**config.mk**
```make
export PLATFORM = sky130hd
export DESIGN_NAME = dac_mc_driver
export DESIGN_NICKNAME = d
export VERILOG_FILES = /design/src/rtl/dac_mc_driver.sv
export SDC_FILE = /design/constraint.sdc
export NUM_CORES = 1
export LEC_CHECK = 0
export CORE_MARGIN = 2
export CORE_UTILIZATION = 49
export CTS_BUF_LIST = sky130_fd_sc_hd__clkbuf_4 sky130_fd_sc_hd__clkbuf_8 sky130_fd_sc_hd__clkbuf_16
export DETAILED_ROUTE_END_ITERATION = 12
export DONT_BUFFER_PORTS = 1
export HOLD_SLACK_MARGIN = 0.05
export PLACE_DENSITY_LB_ADDON = 0.2
export SLEW_MARGIN = 20
export SYNTH_ARGS = -nofsm -noshare
export SYNTH_HDL_FRONTEND = slang
export SYNTH_SLANG_ARGS = --single-unit
```
**constraint.sdc**
```tcl
create_clock -name clk -period 6.2 [get_ports clk]
set_input_delay 1.24 -clock clk [delete_from_list [all_inputs] [get_ports clk]]
set_output_delay 1.24 -clock clk [all_outputs]
set_load 0.02 [all_outputs]
```
**src/rtl/dac_mc_driver.sv**
```systemverilog
// ---------------------------------------------------------------------------
// dac_mc_driver
// Multi-channel DAC write sequencer. Each channel raises a request level;
// every rising edge captures that channel's target code. A round-robin
// arbiter grants one channel at a time, issues a one-cycle write strobe with
// the code and channel address, then waits a programmable settle time before
// flagging the channel done with a sticky ack.
//
// Optional build macro: DAC_DRIVER_RAMP_EN
//   When defined, each channel remembers the last code written and, with a
//   non-zero reg_ramp_step, approaches its target in steps of at most
//   reg_ramp_step, one write per settle period. Ack is raised only after the
//   final (target) write.
//
// Ports
//   clk            clock, rising edge
//   rst            asynchronous active-high reset
//   dac_req[NCH]   request levels (rising edge = new request)
//   dac_val        target codes, channel k at [k*DW +: DW]
//   ack_clr[NCH]   clear for the sticky acks
//   reg_dac_time   settle time in cycles per write (0 behaves as 1)
//   reg_ramp_step  ramp step size (ramp build only)
//   dac_data       registered DAC code
//   dac_sel        channel address for dac_data
//   dac_wr         one-cycle write strobe aligned with dac_data/dac_sel
//   dac_ack[NCH]   sticky per-channel done flags
//   busy           high whenever the sequencer is not idle
// ---------------------------------------------------------------------------
module dac_mc_driver #(
  parameter int DW  = 14,
  parameter int NCH = 4,
  parameter int CW  = $clog2(NCH)
) (
  input  logic              clk,
  input  logic              rst,
  input  logic [NCH-1:0]    dac_req,
  input  logic [NCH*DW-1:0] dac_val,
  input  logic [NCH-1:0]    ack_clr,
  input  logic [31:0]       reg_dac_time,
  input  logic [DW-1:0]     reg_ramp_step,
  output logic [DW-1:0]     dac_data,
  output logic [CW-1:0]     dac_sel,
  output logic              dac_wr,
  output logic [NCH-1:0]    dac_ack,
  output logic              busy
);

  localparam logic [1:0] IDLE   = 2'd0;
  localparam logic [1:0] LOAD   = 2'd1;
  localparam logic [1:0] SETTLE = 2'd2;

  // Request synchronisers and edge detect.
  logic [NCH-1:0] sync1, sync2, sync3, armed, rise;
  logic [1:0]     warm_cnt;

  // A channel is armed only once its synchronised level has been seen low
  // after reset, so a level already high at reset release never counts as
  // a new request. warm_cnt waits until the synchroniser carries real data.
  always_ff @(posedge clk or posedge rst) begin
    if (rst) begin
      sync1    <= '0;
      sync2    <= '0;
      sync3    <= '0;
      armed    <= '0;
      rise     <= '0;
      warm_cnt <= 2'd0;
    end else begin
      sync1 <= dac_req;
      sync2 <= sync1;
      sync3 <= sync2;
      if (warm_cnt != 2'd2) warm_cnt <= warm_cnt + 2'd1;
      if (warm_cnt == 2'd2) armed <= armed | ~sync2;
      rise <= sync2 & ~sync3 & armed;
    end
  end

  logic [1:0]    state, state_next;
  logic [CW-1:0] cur, cur_next, rr_ptr, rr_next, grant, sel_next, cur_inc;
  logic          grant_ok, wr_next, finish, more_steps;
  logic [31:0]   cnt, cnt_next, thr;
  logic [NCH-1:0] pend, pend_clr, ack_set;
  logic [DW-1:0] data_next, code_grant, code_cur;
  logic [DW-1:0] val_lock [NCH];

  // Settle threshold, sampled live every cycle.
  assign thr     = (reg_dac_time == 32'd0) ? 32'd0 : reg_dac_time - 32'd1;
  assign cur_inc = (int'(cur) == NCH-1) ? '0 : cur + CW'(1);
  assign busy    = (state != IDLE);

  // First pending channel at or after rr_ptr; scanning downwards lets the
  // smallest offset win.
  always_comb begin
    grant_ok = 1'b0;
    grant    = '0;
    for (int i = NCH-1; i >= 0; i--) begin
      if (pend[(int'(rr_ptr) + i) % NCH]) begin
        grant_ok = 1'b1;
        grant    = CW'((int'(rr_ptr) + i) % NCH);
      end
    end
  end

`ifdef DAC_DRIVER_RAMP_EN
  logic [DW-1:0] last [NCH];

  function automatic logic [DW-1:0] step_code(input logic [DW-1:0] tgt,
                                              input logic [DW-1:0] from,
                                              input logic [DW-1:0] step);
    if (step == '0)     return tgt;
    if (tgt >= from)    return (tgt - from <= step) ? tgt : from + step;
    return (from - tgt <= step) ? tgt : from - step;
  endfunction

  assign code_grant = step_code(val_lock[grant], last[grant], reg_ramp_step);
  assign code_cur   = step_code(val_lock[cur], last[cur], reg_ramp_step);
  // Compared against the live target so an overwrite retargets the ramp.
  assign more_steps = (reg_ramp_step != '0) && (last[cur] != val_lock[cur]);

  always_ff @(posedge clk or posedge rst) begin
    if (rst) begin
      for (int k = 0; k < NCH; k++) last[k] <= '0;
    end else if (wr_next) begin
      last[sel_next] <= data_next;
    end
  end
`else
  logic unused_ramp_step;
  assign unused_ramp_step = ^reg_ramp_step;
  assign code_grant = val_lock[grant];
  assign code_cur   = val_lock[cur];
  assign more_steps = 1'b0;
`endif

  // With a threshold of zero the write completes in LOAD itself, giving the
  // two-cycle spacing for the shortest settle times.
  assign finish = ((state == LOAD) && (thr == 32'd0)) ||
                  ((state == SETTLE) && (cnt >= thr));

  always_comb begin
    state_next = state;
    cur_next   = cur;
    cnt_next   = cnt;
    rr_next    = rr_ptr;
    data_next  = dac_data;
    sel_next   = dac_sel;
    wr_next    = 1'b0;
    pend_clr   = '0;
    ack_set    = '0;
    case (state)
      IDLE: begin
        if (grant_ok) begin
          // Pend moves into service here, so a rise during service
          // re-queues the channel.
          pend_clr[grant] = 1'b1;
          cur_next   = grant;
          data_next  = code_grant;
          sel_next   = grant;
          wr_next    = 1'b1;
          state_next = LOAD;
        end
      end
      LOAD: begin
        cnt_next = 32'd1;
        if (!finish) state_next = SETTLE;
      end
      SETTLE: begin
        if (!finish) cnt_next = cnt + 32'd1;
      end
      default: state_next = IDLE;
    endcase
    if (finish) begin
      if (more_steps) begin
        data_next  = code_cur;
        sel_next   = cur;
        wr_next    = 1'b1;
        state_next = LOAD;
      end else begin
        ack_set[cur] = 1'b1;
        rr_next      = cur_inc;
        state_next   = IDLE;
      end
    end
  end

  always_ff @(posedge clk or posedge rst) begin
    if (rst) begin
      state    <= IDLE;
      cur      <= '0;
      cnt      <= 32'd0;
      rr_ptr   <= '0;
      pend     <= '0;
      dac_data <= '0;
      dac_sel  <= '0;
      dac_wr   <= 1'b0;
      dac_ack  <= '0;
      for (int k = 0; k < NCH; k++) val_lock[k] <= '0;
    end else begin
      state    <= state_next;
      cur      <= cur_next;
      cnt      <= cnt_next;
      rr_ptr   <= rr_next;
      pend     <= (pend & ~pend_clr) | rise;
      dac_data <= data_next;
      dac_sel  <= sel_next;
      dac_wr   <= wr_next;
      // Completion wins over a simultaneous clear.
      dac_ack  <= (dac_ack & ~ack_clr) | ack_set;
      for (int k = 0; k < NCH; k++) begin
        if (rise[k]) val_lock[k] <= dac_val[k*DW +: DW];
      end
    end
  end

endmodule
```
==> flow_results.org, run 1 <==
** Status
- Result of the run :: finished, final reports clean

** Logic synthesis
- Post-synth top area cell :: sky130_fd_sc_hd__dfrtp_1
- Commonest register cell after synthesis :: sky130_fd_sc_hd__dfrtp_1
- Cell types occupying the most area after synthesis :: sky130_fd_sc_hd__dfrtp_1 (44%), sky130_fd_sc_hd__mux2_2 (8.1%), sky130_fd_sc_hd__nand2_1 (7.4%)
- Cell variety after synth :: 70
- Number of instances in the synthesized netlist :: slightly above 800
- Synthesis inferred roughly 140 register bits.
- For this run, the number of Yosys warnings is 0.
- Of the post-synthesis cell area, the dominant cell type holds 0.438.
- Sequential-to-total area share from yosys stat :: 0.438
- In the post-synthesis netlist, the cell with the most instances is sky130_fd_sc_hd__nand2_1.
- Net count after synthesis :: 966
- The average instance in the mapped netlist occupies approximately 10 um2.
- After synthesis the cells add up to 7930 um2.
- Of all flip-flops after synthesis, the portion carrying an async set or reset was 1.00.
- Number of enable flip-flop cells after synthesis :: 0
- Ranked by instance count, the synthesized netlist is headed by sky130_fd_sc_hd__nand2_1 (157), sky130_fd_sc_hd__dfrtp_1 (139), sky130_fd_sc_hd__mux2_2 (57).

** Clock network
- For this design, the CTS-stage hold fixing added 0 buffers.
- At the later pin of the worst-skew pair, clock insertion delay measures 0.42 ns.
- # H-tree levels :: 4
- TritonCTS created 17 clock buffers.
- Post-CTS repair timing setup buffer count :: 0
- TritonCTS built the clock tree.
- Register clock-pin slew on the reported worst setup and hold paths :: 0.06 ns
- The clock drives 139 sinks.
- The longest clock path from root to sink contains 2 buffers.
- CTS placed an instance of sky130_fd_sc_hd__clkbuf_16 at the clock tree root.
- In this run, post-CTS repair resized a total of 0 instances.

** Layout
- Growth of design area from synthesis to finish :: 10.7%
- The final layout contains approximately 960 nets.
- Counting the fill cells in the layout gives 1,383.
- Post-route non-filler standard cell count :: 1,034
- Summing all multi-input logic gate instances after layout gives around 4200 um2.
- Sequential standard cell area :: 3480 um2
- Fraction of layout instances using a drive strength above 1 :: 0.155
- 0 antenna diodes ended up in the layout.

** Pwr
- LEAKAGE :: 3.87 nW
- Dividing total power by cell area gives a power density of 352 nW/um2.
- IR analysis of the VDD net gives a maximum drop of 0.219 mV.

** Critical path
- The largest individual stage delay along the critical path comes from the cell sky130_fd_sc_hd__or3_1.
- The most critical setup path has its endpoint at cnt[7].
- The worst register-to-register path has a depth of 9.
- Setup slack on the worst reg-to-reg path comes out at 2.96 ns.
- In this run the worst setup path begins at reg_dac_time[0].
- Worst EP required :: 6.54 ns
- CP endpoint kind :: flop
- RR Endpoint :: cnt[7]
- CP Data Arrival Time :: just under 6 ns
- In this design, the stage delay of the slowest critical-path cell is 0.52 ns.
- The signal on the critical path passes through inv_1 > ha_1 > nor4b_4 > and4_1 > nand3_1 > or3_1 > buf_4 > nand2_1 > ha_1 > a21o_1 > a21o_1 > a2111oi_0 > o221a_2 > o211ai_4 > buf_16 > or4_1 > a21oi_1.
- Maximum net fanout on the critical path :: 24
- STA classifies the critical path startpoint as a primary input.
- By startpoint and endpoint, the worst setup path is classified as primary input to flop.
- The startpoint identified for the worst register-to-register timing path is cnt[20].

** Floorplan
- In this run the horizontal extent of the chip is ~130 um.
- The floorplan step set the die height to 131 um.
- Overall die area :: ~17,000 um2
- Area of the core region :: 15,800 um2
- The initial utilization of the core area, before any placement, comes to 0.501.
- Standard-cell row count :: 46
- 134 I/O pins were placed.

** Timing
- Between clock sinks in the finished design, the worst skew comes to 0.0128 ns.
- Measured against its own limit, the worst slew margin works out to 0.324.
- Max-slew violation count :: 0
- Post-Route Hold Slack :: approximately 0.35 ns
- Setup violations remaining at the end of the flow were counted as 0.
- The number of hold violations in the final report was 0.
- Upper clock frequency limit :: 0.182 GHz
- At the pin with the least slew margin, the transition time is 1.01 ns.
- Final TNS setup :: 0 ns
- Counting I/O delays and the setup requirement, the final critical path takes 5.50 ns.
- Post-route clock period utilization :: 0.887
- Setup repair after global routing left no endpoint under its margin.

** Detailed routing
- Post-DR wirelength/cell :: 17.9 um
- For this block, the via count after detailed routing is 6,065.
- The pre-antenna-repair detailed-routing pass consisted of 4 iterations.
- For this block, the routed nets add up to approximately 18 mm of wire.
- Number of DRC markers after the initial detailed-route iteration :: 392
- DRC violation count after routing :: 0
- Dividing the detail-routed via count by the number of cells gives roughly 6.
- Routed Antenna Nets :: 0

** Global route
- The first global-routing pass estimated around 31 mm of wire.
- Across every metal layer, demand over resource in global routing totals 0.221.
- Vias in the first global route :: between 6,000 and 7,000
- Largest net degree at the start of global routing :: 81
- Initial antenna violation count :: 3
- Overflow after GRT :: 0

** Place
- Detailed placement HPWL :: 13.4 mm
- Port bufs :: 0
- Once placement completed, the tool counted placed cells totaling 1,002.
- The congestion estimate from routability-driven global placement came to around 0.9.

** Worst hold path
- Class of the worst hold path :: flop to flop
- The worst hold path was traced through 0 stages.

** Run
- The tool flagged a number of max-cap violations equal to 0.
## per-stage QoR
stage | utilization | worst slack, ns | instance area, um2 | power, mW
2_1_floorplan | - | 0.929 | 7930 | 1.82
3_3_place_gp | 0.514 | 0.591 | 8130 | 1.99
3_5_place_dp | 0.514 | 0.335 | 8130 | 2.03
4_1_cts | 0.553 | 0.756 | 8750 | 3.09
5_1_grt | 0.555 | 0.542 | 8780 | 3.28
6_report | 0.555 | 0.699 | 8780 | 3.09
## cells by family (layout without fill, tap and decap cells)
| logic type | count (synthesis) | count (layout) | synth area share |
|---|---|---|---|
| XOR/XNOR | 25 | 25 | 0.0276 |
| buffers and inverters | 64 | 67 | 0.0311 |
| multiplexers | 71 | 71 | 0.0998 |
| AO/OA/AOI/OAI | 137 | 137 | 0.124 |
| adder cells (fa/ha/maj) | 39 | 39 | 0.0615 |
| flip-flops | 139 | 139 | 0.438 |
| AND/OR/NAND/NOR | 340 | 340 | 0.218 |
## power breakdown
part           total, mW  leakage, nW  switching (mW)  internal [mW]
Clock               1.05        0.295           0.380          0.673
Sequential          1.29         1.70           0.232           1.06
Combinational      0.743         1.87           0.463          0.281
## registers in the layout, indices dropped and copies added, names as in the netlist, 4 cells and up
signal,flops
dac_data,14
armed,4
sync1,4
cnt,32
sync3,4
val_lock,56
rise,4
pend,4
dac_ack,4
sync2,4
## layout make-up
class,count,area share
clock buffers,22,0.0549
clock inverters,9,0.0158
inverters,28,0.0125
multi-input cells,612,0.481
flip-flops and latches,139,0.396
well taps,216,0.0308
repair buffers,8,0.00912
## worst max-delay path, delay by kind of cell
family | cells | cell delay [ns]
simple gates | 6 | 1.95
compound gates | 6 | 1.55
buf+inv | 3 | 0.57
fa+ha+maj | 2 | 0.51
## metal layers
layer / share of wire / GRT usage / vias to the layer above
li1: - / - / 2907
met1: 0.42 / 0.266 / 2926
met2: 0.48 / 0.364 / 193
met3: 0.081 / 0.0795 / 35
met4: 0.018 / 0.0845 / 4
met5: 0.0012 / 0 / -
## worst min-delay path by stage
stage                     startpoint  endpoint  slack [ns]
after CTS                   sync1[0]  sync2[0]        0.35
after global placement      sync1[2]  sync2[2]        0.33
after floorplan             sync1[0]  sync2[0]        0.33
after global routing        sync1[3]  sync2[3]        0.35
after detailed placement    sync1[0]  sync2[0]        0.34
final                       sync1[3]  sync2[3]        0.35
## cell usage in the layout (no fill, tap or decap), types with 5 or more instances in the layout
master | synthesis | routed
sky130_fd_sc_hd__and3_1 | 9 | 9
sky130_fd_sc_hd__xnor2_1 | 10 | 10
sky130_fd_sc_hd__o21ai_0 | 46 | 46
sky130_fd_sc_hd__or3_1 | 10 | 10
sky130_fd_sc_hd__nand3_1 | 39 | 39
sky130_fd_sc_hd__a22o_1 | 5 | 5
sky130_fd_sc_hd__nor4_1 | 10 | 10
sky130_fd_sc_hd__nand2b_1 | 8 | 8
sky130_fd_sc_hd__o31ai_1 | 7 | 7
sky130_fd_sc_hd__mux2_2 | 57 | 57
sky130_fd_sc_hd__or4_1 | 13 | 13
sky130_fd_sc_hd__o21a_1 | 9 | 9
sky130_fd_sc_hd__nand4_1 | 13 | 13
sky130_fd_sc_hd__nand2_1 | 157 | 157
sky130_fd_sc_hd__dfrtp_1 | 139 | 139
sky130_fd_sc_hd__ha_1 | 39 | 39
sky130_fd_sc_hd__o211ai_1 | 7 | 7
sky130_fd_sc_hd__xor2_1 | 15 | 15
sky130_fd_sc_hd__a21oi_1 | 14 | 14
sky130_fd_sc_hd__clkbuf_16 | 0 | 17
sky130_fd_sc_hd__inv_1 | 27 | 26
sky130_fd_sc_hd__mux2i_1 | 12 | 12
sky130_fd_sc_hd__buf_4 | 0 | 7
sky130_fd_sc_hd__nor2_1 | 32 | 32
sky130_fd_sc_hd__a21o_1 | 11 | 11
sky130_fd_sc_hd__nor3_1 | 18 | 17
Note: power is estimated with default switching activity, not from simulation.
==> run 2: changes to the inputs <==
- clock period: 6.2 -> 5.2 ns (I/O delays scaled with it)
==> flow_results.org, run 2 (synthesis gave the netlist of run 1 again) <==
** Floorplan
- The placeable core region was 15,800 um2 (unchanged).
- The effective utilization at floorplan was 0.501 (unchanged).
- The area of the die came to 17,200 um2 (unchanged).
- Die W :: 131 um (unchanged)
- The vertical die dimension was 131 um (unchanged).
- The count of boundary I/O pins is 134 (unchanged).
- Standard-cell row count :: 46 (unchanged)

** Timing
- Number of endpoints failing setup at the final stage :: 0 (unchanged)
- The normalized max-slew margin came to 0.327 (+0.00287).
- Final Worst Setup Slack :: 0.409 ns (-0.291 ns)
- The actual transition at the worst max-transition pin is 1.01 ns (-0.00431 ns).
- Dividing the final minimum period by the clock period gives 0.921.
- Setup repair after global routing left no endpoint under its margin.
- Final TNS setup :: 0 ns (unchanged)
- Max-slew violation count :: 0 (unchanged)
- Period minus WS final :: 4.79 ns
- Upper clock frequency limit :: roughly 0.21 GHz
- The setup clock skew after layout was 0.0115 ns (-0.00128 ns).
- The number of hold violations in the final report is 0 (unchanged).

** Critical path
- Worst path cell trace :: inv_1 > ha_1 > nor4b_4 > and4_1 > nand3_1 > or3_1 > buf_4 > nand2_1 > ha_1 > a21o_1 > a2111oi_0 > o221a_2 > o211ai_4 > buf_4 > nor4b_2 > mux2i_1
- Worst EP required :: 5.53 ns (-1.01 ns)
- Largest delay contributor family on the critical path :: simple AND/OR/NAND/NOR gates
- The worst register-to-register path ends at rr_ptr[0].
- Reg2Reg Setup Slack :: 1.94 ns (-1.02 ns)
- The number of cell instances on the worst register-to-register path is 8 (-1).
- For this design, the slowest cell found on the critical path is sky130_fd_sc_hd__or3_1.
- CP endpoint kind :: flop
- Worst reg2reg startpoint :: state[0]
- Maximum single-stage delay on the critical path :: 0.49 ns (-0.03 ns)
- CP Buf/Inv Count :: 3 (unchanged)
- STA classifies the critical path startpoint as a primary input.
- Crit Path Category :: primary input to flop
- The maximum fanout along the worst path is 26 (+8.3%).
- CP Data Arrival Time :: 5.12 ns (-0.72 ns)

** Layout
- The final-layout fill cell count is 1,388 (+0.36%).
- Most common cell after layout, fill and taps aside :: sky130_fd_sc_hd__nand2_1
- The count of inserted antenna diode cells came to 0 (unchanged).
- Number of flip-flops in the largest register :: 56 (unchanged)
- From synthesis to final layout, the design area changed by 11.0%.
- Fraction of layout instances using a drive strength above 1 :: 0.167 (+0.0122)
- Commonest cells after routing, fill and taps aside :: sky130_fd_sc_hd__nand2_1 (157), sky130_fd_sc_hd__dfrtp_1 (139), sky130_fd_sc_hd__mux2_2 (57), sky130_fd_sc_hd__o21ai_0 (46)
- Largest registers ranked by flip-flop count :: val_lock x56, cnt x32, dac_data x14
- Counting flops per register, the top entry is val_lock.
- The net count of the finished layout is 968 (+1.1%).

** Detailed routing
- The number of DRC markers after the initial detailed-route iteration was 413 (+5.4%).
- The DRC violations left came to 0 (unchanged).
- The number of vias per cell after detailed routing came to 5.85 (-0.33%).
- Post-DR wirelength/cell :: 17.8 um (-0.46%)
- The total via count in the routed design is 6,115 (+0.82%).
- DR pass1 iterations :: 4 (unchanged)
- The number of antenna-violating nets in the routed design was 0 (unchanged).
- Aggregate routed wire length :: 18.6 mm (+0.70%)

** Pwr
- The maximum resistive drop on vdd was 0.243 mV (+11%).
- The power density relative to cell area was 408 nW/um2 (+16%).
- LEAKAGE :: 3.89 nW (+0.58%)

** Clock network
- Total of cells resized after clock tree synthesis :: 0 (unchanged)
- The tree is rooted in a sky130_fd_sc_hd__clkbuf_16.
- Clock sink count :: 139 (unchanged)
- Post-CTS repair timing setup buffer count :: 0 (unchanged)
- Cts bufs inserted :: 17 (unchanged)
- Clock latency reported for the late side of the worst-skew pair :: 0.41 ns (about the same)
- CTS Hold Buffers Added :: 0 (unchanged)
- Maximum number of buffers from clock root to sink :: 2 (unchanged)
- # H-tree levels :: 4 (unchanged)
- The clock-pin transition on the worst setup and hold timing paths came to 0.06 ns (about the same).
- TritonCTS built the clock tree.

** Worst hold path
- The path with the worst hold slack has its endpoint at sync2[2].
- The worst hold path begins at sync1[2].
- The worst hold path belongs to the class flop to flop.
- The cell count of the worst hold path came to 0 (unchanged).

** Global route
- Overflow after GRT :: 0 (unchanged)
- The via count of the first global-routing pass came to 6,299 (+0.22%).
- The pin count of the biggest net entering global routing is 103 (+27%).
- Wire length of the first global-routing pass :: 31.2 mm (+0.69%)
- Overall track demand over capacity in global routing :: 0.221 (about the same)
- The initial antenna violation count was 1 (-2).

** Status
- Result of the run :: finished, final reports clean

** Run
- Max-Cap Viols :: 0 (unchanged)

** Place
- Worst setup timing slack at the placement stage :: 0.0510 ns (-0.284 ns)
- Gp weighted congestion :: 0.899 (+2.8%)
- The sum of net half-perimeters after detailed placement was 13.7 mm (+1.8%).
- The count of buffers inserted at the top-level ports was 0 (unchanged).
-- run 2: worst max-delay path by stage --
stage / start / endpoint / slack (ns) / depth (start not counted)
5_1_grt: reg_dac_time[0] / cnt[16] / 0.15 / 16
2_1_floorplan: reg_dac_time[0] / cnt[25] / 0.13 / 18
3_5_place_dp: reg_dac_time[0] / cnt[16] / 0.05 / 16
6_report: reg_dac_time[0] / cnt[16] / 0.41 / 16
4_1_cts: reg_dac_time[0] / cnt[16] / 0.43 / 16
3_3_place_gp: reg_dac_time[0] / cnt[16] / 0.14 / 17
-- run 2: cell type report --
type,instances,area (um2),area share
Clock buffer,18,433,0.0492
Clock inverter,14,149,0.0169
Inverter,28,110,0.0125
Multi-Input combinational cell,612,4220,0.479
Sequential cell,139,3480,0.395
Tap cell,216,270,0.0307
Timing Repair Buffer,19,143,0.0162
-- run 2: routing by layer --
layer	track usage	up-vias	wire length (um)
met1	0.266	2956	7880
met4	0.0749	2	381
met5	0	-	14
met3	0.0783	30	1470
li1	-	2938	-
met2	0.370	189	8880
-- run 2: power by group --
part | internal [mW] | switching, mW
Combinational | 0.330 | 0.546
Clock | 0.712 | 0.459
Sequential | 1.27 | 0.279
Total | 2.31 | 1.28
-- run 2: worst reg2reg max path, delay by kind of cell (launching register included) --
kind	cells	cell delay, ns
and+or+nand+nor	2	0.28
DFF	1	0.61
buffers and inverters	2	0.61
muxes	1	0.34
AOI/OAI and AO/OA	3	1.31
-- run 2: through the flow --
step / hold slack [ns] / std cells / instance area, um2 / total power, mW / utilization
final: 0.347 / 1046 / 8800 / 3.59 / 0.556
after global routing: 0.358 / 1046 / 8800 / 3.82 / 0.556
after CTS: 0.348 / 1046 / 8800 / 3.62 / 0.556
after detailed placement: 0.335 / 1014 / 8220 / 2.44 / 0.519
after global placement: 0.336 / 1014 / 8220 / 2.39 / 0.519
after floorplan: 0.331 / 815 / 7930 / 2.17 / -
==> run 3: changes to the inputs <==
- clock period: 5.2 -> 5.3 ns (I/O delays scaled with it)
==> flow_results.org, run 3 (synthesis gave the netlist of run 1 again) <==
** Status
- The flow ran to the end, and the final reports show no timing, DRC or antenna violations.

** Layout
- Sequential standard cell area :: 3480 um2 (unchanged)
- Most common cell after layout, fill and taps aside :: sky130_fd_sc_hd__nand2_1
- The largest registers in the layout are val_lock x56, cnt x32, dac_data x14.
- Post-layout net count :: 968 (unchanged)
- Growth of design area from synthesis to finish :: 11.2%
- More flip-flops sit in one register than any other, and that register is val_lock.
- Commonest cells after routing, fill and taps aside :: sky130_fd_sc_hd__nand2_1 (157), sky130_fd_sc_hd__dfrtp_1 (139), sky130_fd_sc_hd__mux2_2 (57), sky130_fd_sc_hd__o21ai_0 (46)
- The count of non-filler cells in the finished layout was 1,047 (+0.096%).
- Number of filler cells placed in the layout :: 1,363 (-1.8%)
- The multi-input gate area in the final layout came to 4220 um2 (unchanged).
- Number of flip-flops in the largest register :: 56 (unchanged)
- Fraction of layout instances using a drive strength above 1 :: 0.167 (unchanged)

** Detailed routing
- The first-pass iteration count of the detailed router was 5 (+1).
- The DRC violations left is 0 (unchanged).
- The average wire length per cell after detail routing is 18.2 um (+2.1%).
- The number of vias per cell after detailed routing is 5.85 (+0.13%).
- Routed Antenna Nets :: 0 (unchanged)
- The total via count in the routed design is 6,129 (+0.23%).
- The wire length reported by the detailed router came to 19.0 mm (+2.2%).
- The number of DRC markers after the initial detailed-route iteration was 340 (-18%).

** Timing
- Hold violation total from the final report :: 0 (unchanged)
- The final number of setup-violating endpoints was 0 (unchanged).
- Static timing analysis puts the maximum clock frequency at 0.206 GHz.
- Period minus WS final :: 4.86 ns
- Maximum clock skew at final layout :: 0.00760 ns (-0.00394 ns)
- Post-route clock period utilization :: 0.918
- Final TNS setup :: 0 ns (unchanged)
- Setup repair after global routing left no endpoint under its margin.
- Worst-case headroom to the max-slew limit :: 0.335 (+0.00766)
- The count of final max-slew check failures came to 0 (unchanged).
- Slew at the pin with the worst max-slew slack :: 0.997 ns (-0.0115 ns)

** Place
- The sum of net half-perimeters after detailed placement is 14.0 mm (+2.2%).
- Placed Cells :: 1,014 (unchanged)
- Port bufs :: 0 (unchanged)
- The placer congestion estimate was 0.889 (-1.1%).

** Floorplan
- Die W :: 131 um (unchanged)
- The vertical die dimension came to 131 um (unchanged).
- Starting Density :: 0.501 (unchanged)
- The row count was 46 (unchanged).
- Overall die area :: 17,200 um2 (unchanged)
- The count of boundary I/O pins was 134 (unchanged).
- Area of the core region :: 15,800 um2 (unchanged)

** Global route
- Overflow after GRT :: 0 (unchanged)
- Largest net degree at the start of global routing :: 85 (-17%)
- Vias in the first global route :: 6,545 (+3.9%)
- Initial antenna violation count :: 2 (+1)
- The first-pass GRT wire length is 31.8 mm (+2.1%).
- The combined global-route utilization of all metal layers is 0.227 (+0.00650).

** Critical path
- The path length in cells of the critical path came to 17 (+1).
- The maximum fanout along the worst path is 26 (unchanged).
- Worst path cell trace :: inv_1 > ha_1 > nor4b_4 > and4_1 > nand3_1 > or3_1 > nor3_1 > mux2i_1 > ha_1 > nand3_1 > nor3_1 > o211a_1 > a2111oi_4 > o211ai_4 > buf_4 > nor4b_2 > mux2i_1
- The minimum setup slack among reg-to-reg paths was 2.07 ns (+0.13 ns).
- The worst endpoint required time was 5.63 ns (+0.10 ns).
- The worst setup path is of the primary input to flop kind.
- CP Buf/Inv Count :: 2 (-1)
- The data arrival time of the critical path is 5.20 ns (+0.08 ns).
- Largest delay contributor family on the critical path :: simple AND/OR/NAND/NOR gates
- The number of cell instances on the worst register-to-register path is 8 (unchanged).
- Slowest cell on the critical path :: sky130_fd_sc_hd__a2111oi_4
- CP startpoint kind :: primary input
- The worst setup path is captured at a flop.
- The highest cell delay on the worst timing path was 0.51 ns (+0.02 ns).

** Clock network
- TritonCTS clock tree :: built
- Register clock-pin slew on the reported worst setup and hold paths :: 0.06 ns (about the same)
- The maximum level of the CTS H-tree came to 4 (unchanged).
- Post-CTS repair timing setup buffer count :: 0 (unchanged)
- Clock sink count :: 139 (unchanged)
- Clock latency reported for the late side of the worst-skew pair :: 0.42 ns (about the same)
- Total of cells resized after clock tree synthesis :: 0 (unchanged)
- Maximum number of buffers from clock root to sink :: 2 (unchanged)
- The number of buffers created by CTS came to 17 (unchanged).
- The tree is rooted in a sky130_fd_sc_hd__clkbuf_16.
- The post-cts hold buffer count came to 0 (unchanged).

** Worst hold path
- Hold Path Cell Cnt :: 0 (unchanged)
- Class of the worst hold path :: flop to flop

** Pwr
- LEAKAGE :: 3.89 nW (+0.12%)
- Power density of the placed cells :: 401 nW/um2 (-1.7%)
- The maximum resistive drop on vdd came to 0.258 mV (+6.3%).

** Run
- The max-capacitance violation count was 0 (unchanged).
-- run 3: power by group --
| group | internal (mW) | switching [mW] |
|---|---|---|
| clock | 0.705 | 0.458 |
| combinational | 0.324 | 0.536 |
| sequential | 1.24 | 0.274 |
-- run 3: layer usage --
metal	global-route usage	part of all wire	wire length (um)	vias to the layer above
met5	0	0.00068	13	-
met4	0.0894	0.023	431	2
met3	0.0795	0.081	1540	38
met2	0.389	0.48	9180	210
met1	0.262	0.41	7870	2939
li1	-	-	-	2940
-- run 3: per-stage QoR --
| stage | utilization | worst slack, ns | total power [mW] | cell area (um2) | hold WS (ns) |
|---|---|---|---|---|---|
| detailed placement | 0.520 | 0.00963 | 2.40 | 8230 | 0.341 |
| global route | 0.557 | 0.168 | 3.78 | 8820 | 0.368 |
| floorplan | - | 0.209 | 2.12 | 7930 | 0.331 |
| finish | 0.557 | 0.435 | 3.54 | 8820 | 0.353 |
| CTS | 0.557 | 0.390 | 3.57 | 8820 | 0.357 |
| global placement | 0.520 | 0.162 | 2.34 | 8230 | 0.334 |
-- run 3: worst paths after layout --
check | from | end
worst max register to register | state[0] | rr_ptr[1]
max in group asynchronous | rst | val_lock[34]
worst max-delay path | reg_dac_time[0] | cnt[16]
worst min register to register | sync1[2] | sync2[2]
min in group asynchronous | rst | cnt[4]
worst min-delay path | sync1[2] | sync2[2]
-- run 3: layout make-up --
cell class / count / share of cell area
antenna: 1 / 0.000284
clock buffer: 19 / 0.0499
clock inverter: 13 / 0.0166
inverter: 28 / 0.0125
multi-input combinational: 612 / 0.478
sequential: 139 / 0.394
tap: 216 / 0.0306
timing repair buffer: 19 / 0.0176
